===== src/rtl/mux_arb_n_if.sv =====
`default_nettype none
// ============================================================================
// mux_arb_n_if : handshake bundle for the N-channel registered selector
// Rev 1.0
// ============================================================================
interface mux_arb_n_if #(
  parameter int WIDTH = 32,
  parameter int N     = 4
);
  localparam int SELW = (N > 1) ? $clog2(N) : 1;

  logic                 mode;
  logic [SELW-1:0]      sel;
  logic [N*WIDTH-1:0]   in_data;
  logic [N-1:0]         in_valid;
  logic [N-1:0]         in_ready;
  logic [WIDTH-1:0]     out_data;
  logic                 out_valid;
  logic                 out_ready;
  logic [SELW-1:0]      out_chan;

  modport master (
    output mode, sel, in_data, in_valid, out_ready,
    input  in_ready, out_data, out_valid, out_chan
  );

  modport slave (
    input  mode, sel, in_data, in_valid, out_ready,
    output in_ready, out_data, out_valid, out_chan
  );
endinterface
`default_nettype wire


===== src/rtl/mux_arb_n.sv =====
`default_nettype none
// ============================================================================
// mux_arb_n : N-channel registered selector, explicit-select or round-robin
// Rev 1.0
// ============================================================================
module mux_arb_n #(
  parameter int WIDTH = 32,
  parameter int N     = 4
) (
  input  wire logic     clk,
  input  wire logic     rst_n,
  mux_arb_n_if.slave    bus
);
  localparam int SELW = (N > 1) ? $clog2(N) : 1;

  logic [WIDTH-1:0] out_data_q,  out_data_d;
  logic             out_valid_q, out_valid_d;
  logic [SELW-1:0]  out_chan_q,  out_chan_d;
  logic [SELW-1:0]  ptr_q,       ptr_d;

  logic             w_free;
  logic             w_rr_lo_ok, w_rr_hi_ok;
  logic [SELW-1:0]  w_rr_lo,    w_rr_hi;
  logic [SELW-1:0]  w_cand;
  logic             w_cand_ok;
  logic             w_cand_valid;
  logic [WIDTH-1:0] w_cand_data;
  logic [N-1:0]     w_ready;
  logic             w_xfer;

  assign w_free = !out_valid_q || bus.out_ready;

  // Round-robin: lowest valid channel above ptr wins, else lowest at/below ptr.
  always_comb begin
    w_rr_lo_ok = 1'b0;
    w_rr_hi_ok = 1'b0;
    w_rr_lo    = '0;
    w_rr_hi    = '0;
    for (int i = N - 1; i >= 0; i--) begin
      if (bus.in_valid[i]) begin
        if (i > int'(ptr_q)) begin
          w_rr_hi_ok = 1'b1;
          w_rr_hi    = SELW'(i);
        end else begin
          w_rr_lo_ok = 1'b1;
          w_rr_lo    = SELW'(i);
        end
      end
    end
  end

  always_comb begin
    if (bus.mode) begin
      w_cand    = w_rr_hi_ok ? w_rr_hi : w_rr_lo;
      w_cand_ok = w_rr_hi_ok || w_rr_lo_ok;
    end else begin
      w_cand    = bus.sel;
      w_cand_ok = (int'(bus.sel) < N);
    end
  end

  always_comb begin
    w_cand_data  = '0;
    w_cand_valid = 1'b0;
    w_ready      = '0;
    for (int i = 0; i < N; i++) begin
      if (w_cand == SELW'(i)) begin
        w_cand_data  = bus.in_data[i*WIDTH +: WIDTH];
        w_cand_valid = bus.in_valid[i];
        // Ready is held low while reset is asserted.
        w_ready[i]   = rst_n && w_free && w_cand_ok;
      end
    end
  end

  assign w_xfer = w_free && w_cand_ok && w_cand_valid;

  always_comb begin
    out_data_d  = out_data_q;
    out_valid_d = out_valid_q;
    out_chan_d  = out_chan_q;
    ptr_d       = ptr_q;
    if (w_xfer) begin
      out_data_d  = w_cand_data;
      out_valid_d = 1'b1;
      out_chan_d  = w_cand;
      if (bus.mode) begin
        ptr_d = w_cand;
      end
    end else if (w_free) begin
      out_valid_d = 1'b0;
    end
  end

  always_ff @(posedge clk or negedge rst_n) begin
    if (!rst_n) begin
      out_data_q  <= '0;
      out_valid_q <= 1'b0;
      out_chan_q  <= '0;
      ptr_q       <= SELW'(N - 1);
    end else begin
      out_data_q  <= out_data_d;
      out_valid_q <= out_valid_d;
      out_chan_q  <= out_chan_d;
      ptr_q       <= ptr_d;
    end
  end

  assign bus.in_ready  = w_ready;
  assign bus.out_data  = out_data_q;
  assign bus.out_valid = out_valid_q;
  assign bus.out_chan  = out_chan_q;
endmodule
`default_nettype wire


===== src/flat_wrapper.sv =====
// flat-port wrapper written by rule: the top's interface ports become plain ports
module mux_arb_n_flat 
#(
  parameter int WIDTH = 32,
  parameter int N     = 4
)
  (clk, rst_n, bus_mode, bus_sel, bus_in_data, bus_in_valid, bus_out_ready, bus_in_ready, bus_out_data, bus_out_valid, bus_out_chan);
  mux_arb_n_if #(.WIDTH(WIDTH), .N(N)) bus_i ();
  input  wire logic clk;
  input  wire logic rst_n;
  input wire logic [$bits(bus_i.mode)-1:0] bus_mode;
  input wire logic [$bits(bus_i.sel)-1:0] bus_sel;
  input wire logic [$bits(bus_i.in_data)-1:0] bus_in_data;
  input wire logic [$bits(bus_i.in_valid)-1:0] bus_in_valid;
  input wire logic [$bits(bus_i.out_ready)-1:0] bus_out_ready;
  output wire logic [$bits(bus_i.in_ready)-1:0] bus_in_ready;
  output wire logic [$bits(bus_i.out_data)-1:0] bus_out_data;
  output wire logic [$bits(bus_i.out_valid)-1:0] bus_out_valid;
  output wire logic [$bits(bus_i.out_chan)-1:0] bus_out_chan;
  assign bus_i.mode = bus_mode;
  assign bus_i.sel = bus_sel;
  assign bus_i.in_data = bus_in_data;
  assign bus_i.in_valid = bus_in_valid;
  assign bus_i.out_ready = bus_out_ready;
  assign bus_in_ready = bus_i.in_ready;
  assign bus_out_data = bus_i.out_data;
  assign bus_out_valid = bus_i.out_valid;
  assign bus_out_chan = bus_i.out_chan;
  mux_arb_n #(.WIDTH(WIDTH), .N(N)) u_core (.clk(clk), .rst_n(rst_n), .bus(bus_i));
endmodule

===== config.mk =====
export PLATFORM = sky130hd
export DESIGN_NAME = mux_arb_n_flat
export DESIGN_NICKNAME = d
export VERILOG_FILES = /design/src/rtl/mux_arb_n_if.sv /design/src/rtl/mux_arb_n.sv /design/src/flat_wrapper.sv
export SDC_FILE = /design/constraint.sdc
export NUM_CORES = 1
export LEC_CHECK = 0
export BUFFER_PORTS_ARGS = -buffer_cell sky130_fd_sc_hd__buf_2
export CAP_MARGIN = 10
export CORE_UTILIZATION = 39
export CTS_BUF_LIST = sky130_fd_sc_hd__clkbuf_8 sky130_fd_sc_hd__clkbuf_16
export CTS_CLUSTER_DIAMETER = 50
export DETAILED_ROUTE_END_ITERATION = 16
export MAX_ROUTING_LAYER = met4
export PLACE_DENSITY = 0.89
export SLEW_MARGIN = 20
export SYNTH_ARGS = -nofsm -noshare
export SYNTH_HDL_FRONTEND = slang
export SYNTH_SLANG_ARGS = --single-unit

===== constraint.sdc =====
create_clock -name clk -period 3.65 [get_ports clk]
set_clock_uncertainty 0.2 [all_clocks]
set_input_delay 1.095 -clock clk [delete_from_list [all_inputs] [get_ports clk]]
set_output_delay 1.095 -clock clk [all_outputs]
set_load 0.03 [all_outputs]

# Word level (Yosys, flattened, before mapping)
# Cells that the tools add are included.
# Widths: inputs -> output; s select.
[totals] register_bits=37 in_bits=138 output_inout_bits=39 elab_cells=63
[op_classes] n_lt_le_gt_ge=3 n_eq_ne=3 mux=43 n_reduce_logical=10
[ops] cell="$mux 32" count=4
[ops] cell="$mux 2" count=15
[ops] cell="$mux 1" count=24
[ops] cell="$eq 2x2->1 const B" count=2
[ops] cell="$gt 2x2->1 const A" count=2
[ops] cell="$logic_and 1x1->1" count=4
[ops] cell="$eq 2x1->1 const B" count=1
[ops] cell="$gt 1x2->1 const A" count=1
[ops] cell="$logic_not 2->1" count=1
[ops] cell="$logic_or 1x1->1" count=2
[ops] cell="$reduce_and 2->1" count=1
[ops] cell="$reduce_bool 2->1" count=1
[ops] cell="$logic_not 1->1" count=1

# Logic depth before layout (Yosys ltp)
[logic_depth] word_depth=17 ltp_mapped=9

# Worst setup path before layout
# Ideal clock, no wire load.
[synth_timing] path_kind="in2out" startpoint="in bus_in_valid[0]" endpoint="out bus_in_ready[0]" t_arrival_ps=2791 t_required_ps=2355 path_slack_ps=-436 stages=9 n_path_buf=4 cell_sequence="buf_4 > nor2b_1 > o21ai_0 > a41o_1 > buf_2 > buf_2 > buf_1 > nand3_1 > nor2_1"
[synth_via] elab_chain_cells=5 elab_cells_between_ends=9 classes_between="mux: 6; reduce/logical: 3"
[synth_lines] element="start, declared" line_no="flat_wrapper.sv:14" text="input wire logic [$bits(bus_i.in_valid)-1:0] bus_in_valid;"
[synth_lines] element="$mux 2 / $mux 1 (equally long branches)" line_no="mux_arb_n.sv:40" text="if (bus.in_valid[i]) begin"
[synth_lines] element="$mux 2 / $logic_or 1x1->1 (equally long branches)" line_no="mux_arb_n.sv:54, mux_arb_n.sv:55"
[synth_lines] element="$mux 2 / $mux 1 (equally long branches)" line_no="mux_arb_n.sv:53" text="if (bus.mode) begin"
[synth_lines] element="$logic_not 2->1 / $logic_and 1x1->1 (equally long branches)" line_no="mux_arb_n.sv:67, mux_arb_n.sv:71"
[synth_lines] element="$mux 1 *" line_no="mux_arb_n.sv:67" text="if (w_cand == SELW'(i)) begin"
[synth_lines] element="end, declared" line_no="flat_wrapper.sv:16" text="output wire logic [$bits(bus_i.in_ready)-1:0] bus_in_ready;"
# Mark *: on every way between the ends. The rest lies on a longest branch, timed or not.

# Worst setup path in the final report
[layout_timing] startpoint="in bus_in_valid[0]" endpoint="out bus_in_ready[1]"
[layout_via] elab_chain_cells=5 elab_cells_between_ends=9 classes_between="eq/ne: 1; mux: 6; reduce/logical: 2"
[layout_lines] element="$mux 2 / $mux 1 (equally long branches)" line_no="mux_arb_n.sv:40"
[layout_lines] element="$mux 2 / $logic_or 1x1->1 (equally long branches)" line_no="mux_arb_n.sv:54, mux_arb_n.sv:55"
[layout_lines] element="$mux 2 / $mux 1 (equally long branches)" line_no="mux_arb_n.sv:53"
[layout_lines] element="$eq 2x1->1 / $logic_and 1x1->1 (equally long branches)" line_no="mux_arb_n.sv:67, mux_arb_n.sv:71"
[layout_lines] element="$mux 1 *" line_no="mux_arb_n.sv:67"
# Marks and branches as above.

==> Implementation_results.wiki <==
{| class="wikitable"
! Metric !! Value
|-
| Final worst path period share || 1.00
|-
| Core area || 6490 sq um
|-
| Worst r2r path cells || 7
|-
| Path type of the worst setup path || in -> out
|-
| Pre-CTS setup slack || -0.0886 ns
|-
| Layout overhead on the synthesized area || 46.0%
|-
| Count of TritonRoute iterations in the first routing pass || 4
|-
| Hold path startpoint || u_core.bus.out_data[14]
|-
| Most used standard cell by instance count after synthesis || sky130_fd_sc_hd__nand2_1
|-
| Library cell occupying the most area in the post-synthesis netlist || sky130_fd_sc_hd__dfrtp_1
|-
| Share of the yosys chip area belonging to registers || 0.345
|-
| Static leakage || 2.03 nW
|-
| Global-route wire length before repair || ~12 mm
|-
| Share of the synthesized area in the top cell type || 0.325
|-
| Vias in the first global route || 2731
|-
| Worst path arrival time || 2.36 ns
|-
| Detailed-route via count || 2816
|-
| Post-synth EDFFs || 0
|-
| Clock Pin Slew Worst Setup and Hold Paths || 0.08 ns
|-
| Register-to-register setup slack || 0.88 ns
|-
| Average footprint of a synthesized cell || between 9 and 10 sq um
|-
| Number of clock buffers inserted by TritonCTS || 5
|-
| Count of input and output buffers || 176
|-
| Clock latency reported for the late side of the worst-skew pair || ~0.28 ns
|-
| Cts-stage hold buffer count || 0
|-
| Highest clock frequency the design can meet || 274 MHz
|-
| Setup repair after global routing missed its margin || yes
|-
| Final net count || 588
|-
| Critical Path Sink Type || output pin
|-
| Antenna Nets Post-Route || 0
|-
| Leftover overflow at the end of global routing || 0
|-
| Areal power density over the cells || 718 nW/um^2
|-
| Final Wtd Congestion || roughly 0.84
|-
| Average vias per placed instance || 5.33
|-
| Failing checks || negative setup slack
|-
| Cell count after synthesis || 275
|-
| Number of antenna violations at the first check in global routing || 0
|-
| Minimum clock period || 3.65 ns
|-
| HPWL Detailed || 5.75 mm
|-
| Class of the most critical hold timing path || reg -> reg
|-
| Setup violation total in the final timing report || 2
|-
| Remaining DRCs || 0
|-
| # diodes || 0
|-
| Number of pins exceeding their max-slew limit in the final report || 0
|-
| Boundary pin count || 177
|-
| 1st-iter DRT viols || 99
|-
| # H-tree levels || 2
|-
| Category of the worst setup path launch point || input port
|-
| Required time of the critical path || roughly 2.4 ns
|-
| Floorplan row count || 29
|-
| Util after Layout || 0.605
|-
| Die height || 85.1 um
|-
| Fraction of final layout cells with drive strength greater than 1 || 0.563
|-
| Clock root buffer || sky130_fd_sc_hd__clkbuf_8
|-
| Starting Density || 0.414
|-
| Number of nets in the synthesized netlist || a little over 400
|-
| Final Hold Fails || 0
|-
| Run status || complete, but fails checks
|-
| DRT Wirelength || around 7.7 mm
|-
| GRT Resource Usage Total || 0.218
|-
| Maximum net fanout on the critical path || 7
|-
| TritonCTS clock tree || yes
|-
| Combined area of all synthesized cells || 2690 sq um
|-
| WL per Instance || 14.6 um
|-
| Largest cells by area after synthesis || sky130_fd_sc_hd__dfrtp_1 33%, sky130_fd_sc_hd__mux2_4 15%, sky130_fd_sc_hd__mux2i_1 12%
|-
| Max transition margin || 0.695
|-
| FF+latch count, synth || 37
|-
| Hold Path Sink || u_core.bus.out_data[14]
|-
| Peak ir drop on the vdd network || about 0.47 mV
|-
| Warning count from the yosys run || 0
|-
| Top cells by instance count after synthesis || 39 x sky130_fd_sc_hd__nand2_1, 35 x sky130_fd_sc_hd__dfrtp_1, 34 x sky130_fd_sc_hd__a21oi_1
|-
| Least setup slack across all paths after layout || -0.00415 ns
|-
| Buffer depth of the longest clock path || 2
|-
| Largest net degree at the start of global routing || 38
|-
| Slew @ Worst Pin || 0.458 ns
|-
| Clock net sink count || 37
|-
| Floorplan die area || about 7200 sq um
|-
| Post-synth cell types || 38
|-
| Startpoint of the lowest-slack register-to-register path || u_core.ptr_q[0]
|-
| End of the worst register-to-register path || u_core.bus.out_data[0]
|-
| Floorplan die width || between 80 and 90 um
|-
| Top_reg_cell synth || sky130_fd_sc_hd__dfrtp_1
|-
| Max_cap viols || 0
|-
| Hold depth || 1
|-
| Ys async rst share || 1.00
|}
[timing repair]
item	4_1_cts	5_1_grt
endpoints found under the setup margin	3	4
resized for setup	8	11
pin swaps	2	4
setup buffers	1	1
[layout by cell type, fill, tap and decap left out, types with 3 or more instances in the layout]
cell type | synthesis | routed
sky130_fd_sc_hd__mux2_2 | 6 | 6
sky130_fd_sc_hd__clkbuf_8 | 0 | 5
sky130_fd_sc_hd__mux2_4 | 27 | 27
sky130_fd_sc_hd__nand2_1 | 39 | 37
sky130_fd_sc_hd__buf_2 | 3 | 171
sky130_fd_sc_hd__buf_4 | 1 | 16
sky130_fd_sc_hd__a22oi_1 | 32 | 32
sky130_fd_sc_hd__nor2_4 | 0 | 4
sky130_fd_sc_hd__a31oi_1 | 3 | 3
sky130_fd_sc_hd__mux2i_1 | 33 | 33
sky130_fd_sc_hd__nor2_1 | 8 | 4
sky130_fd_sc_hd__dfrtp_1 | 35 | 35
sky130_fd_sc_hd__a21oi_1 | 34 | 34
[per-layer routing]
metal | wire length, um | part of all wire | GRT usage
met5 | 0 | 0 | -
met4 | 136 | 0.018 | 0.0647
met2 | 4010 | 0.52 | 0.397
met3 | 480 | 0.062 | 0.0370
met1 | 3090 | 0.40 | 0.243
[critical path, stage by stage]
cell and delay (ns):
sky130_fd_sc_hd__clkbuf_4 0.17, sky130_fd_sc_hd__nor2b_4 0.14, sky130_fd_sc_hd__o21ai_2 0.09, sky130_fd_sc_hd__a41o_2 0.27
sky130_fd_sc_hd__nand3b_1 0.29, sky130_fd_sc_hd__nor2_4 0.16, sky130_fd_sc_hd__buf_6 0.14
[sequential cells by signal, indices dropped and copies added, names as in the netlist]
name,flops
u_core.bus.out_chan,2
u_core.bus.out_data,32
u_core.bus.out_valid,1
u_core.ptr_q,2
[through the flow]
| step | cell area, sq um | setup TNS [ns] | hold WS [ns] | cells | total power (W) |
|---|---|---|---|---|---|
| after floorplan | 2750 | -0.326 | 0.310 | 275 | 0.00193 |
| after global placement | 3700 | -0.00738 | 0.289 | 518 | 0.00232 |
| after detailed placement | 3700 | -0.188 | 0.287 | 518 | 0.00237 |
| after CTS | 3880 | 0 | 0.314 | 527 | 0.00282 |
| after global routing | 3930 | -0.107 | 0.330 | 528 | 0.00298 |
| final | 3930 | -0.00752 | 0.311 | 528 | 0.00282 |
[report_power, final]
part	switching [W]	internal [W]
registers	0.000127	0.000625
logic	0.000927	0.000710
clock network	0.000157	0.000275
total	0.00121	0.00161
[worst max path at each step]
stage                          from         endpoint  slack, ns  cells after the start
finish              bus_in_valid[0]  bus_in_ready[1]     -0.004                      7
global route        bus_in_valid[0]  bus_in_ready[1]      -0.04                      7
CTS                 bus_in_valid[0]  bus_in_ready[1]      0.006                      7
detailed placement  bus_in_valid[3]  bus_in_ready[3]      -0.09                      7
global placement    bus_in_valid[3]  bus_in_ready[1]     -0.007                      7
floorplan           bus_in_valid[0]  bus_in_ready[1]      -0.15                      9
[cells by family (layout without fill, tap and decap cells)]
logic type,Yosys count,count (layout),share of synthesized area
and+or+nand+nor,64,64,0.108
muxes,66,66,0.298
AOI/OAI and AO/OA,82,82,0.201
DFF,37,37,0.345
buffers and inverters,26,202,0.0474
[cell type report]
type                       count  area [sq um]
sequential                    37           928
fill                         537          2570
tap                           77          96.3
timing repair buffer         192          1030
clock buffer                   5          68.8
multi-input combinational    212          1730
clock inverter                 3          68.8
inverter                       2          7.51
(Power assumes the default switching activity.)
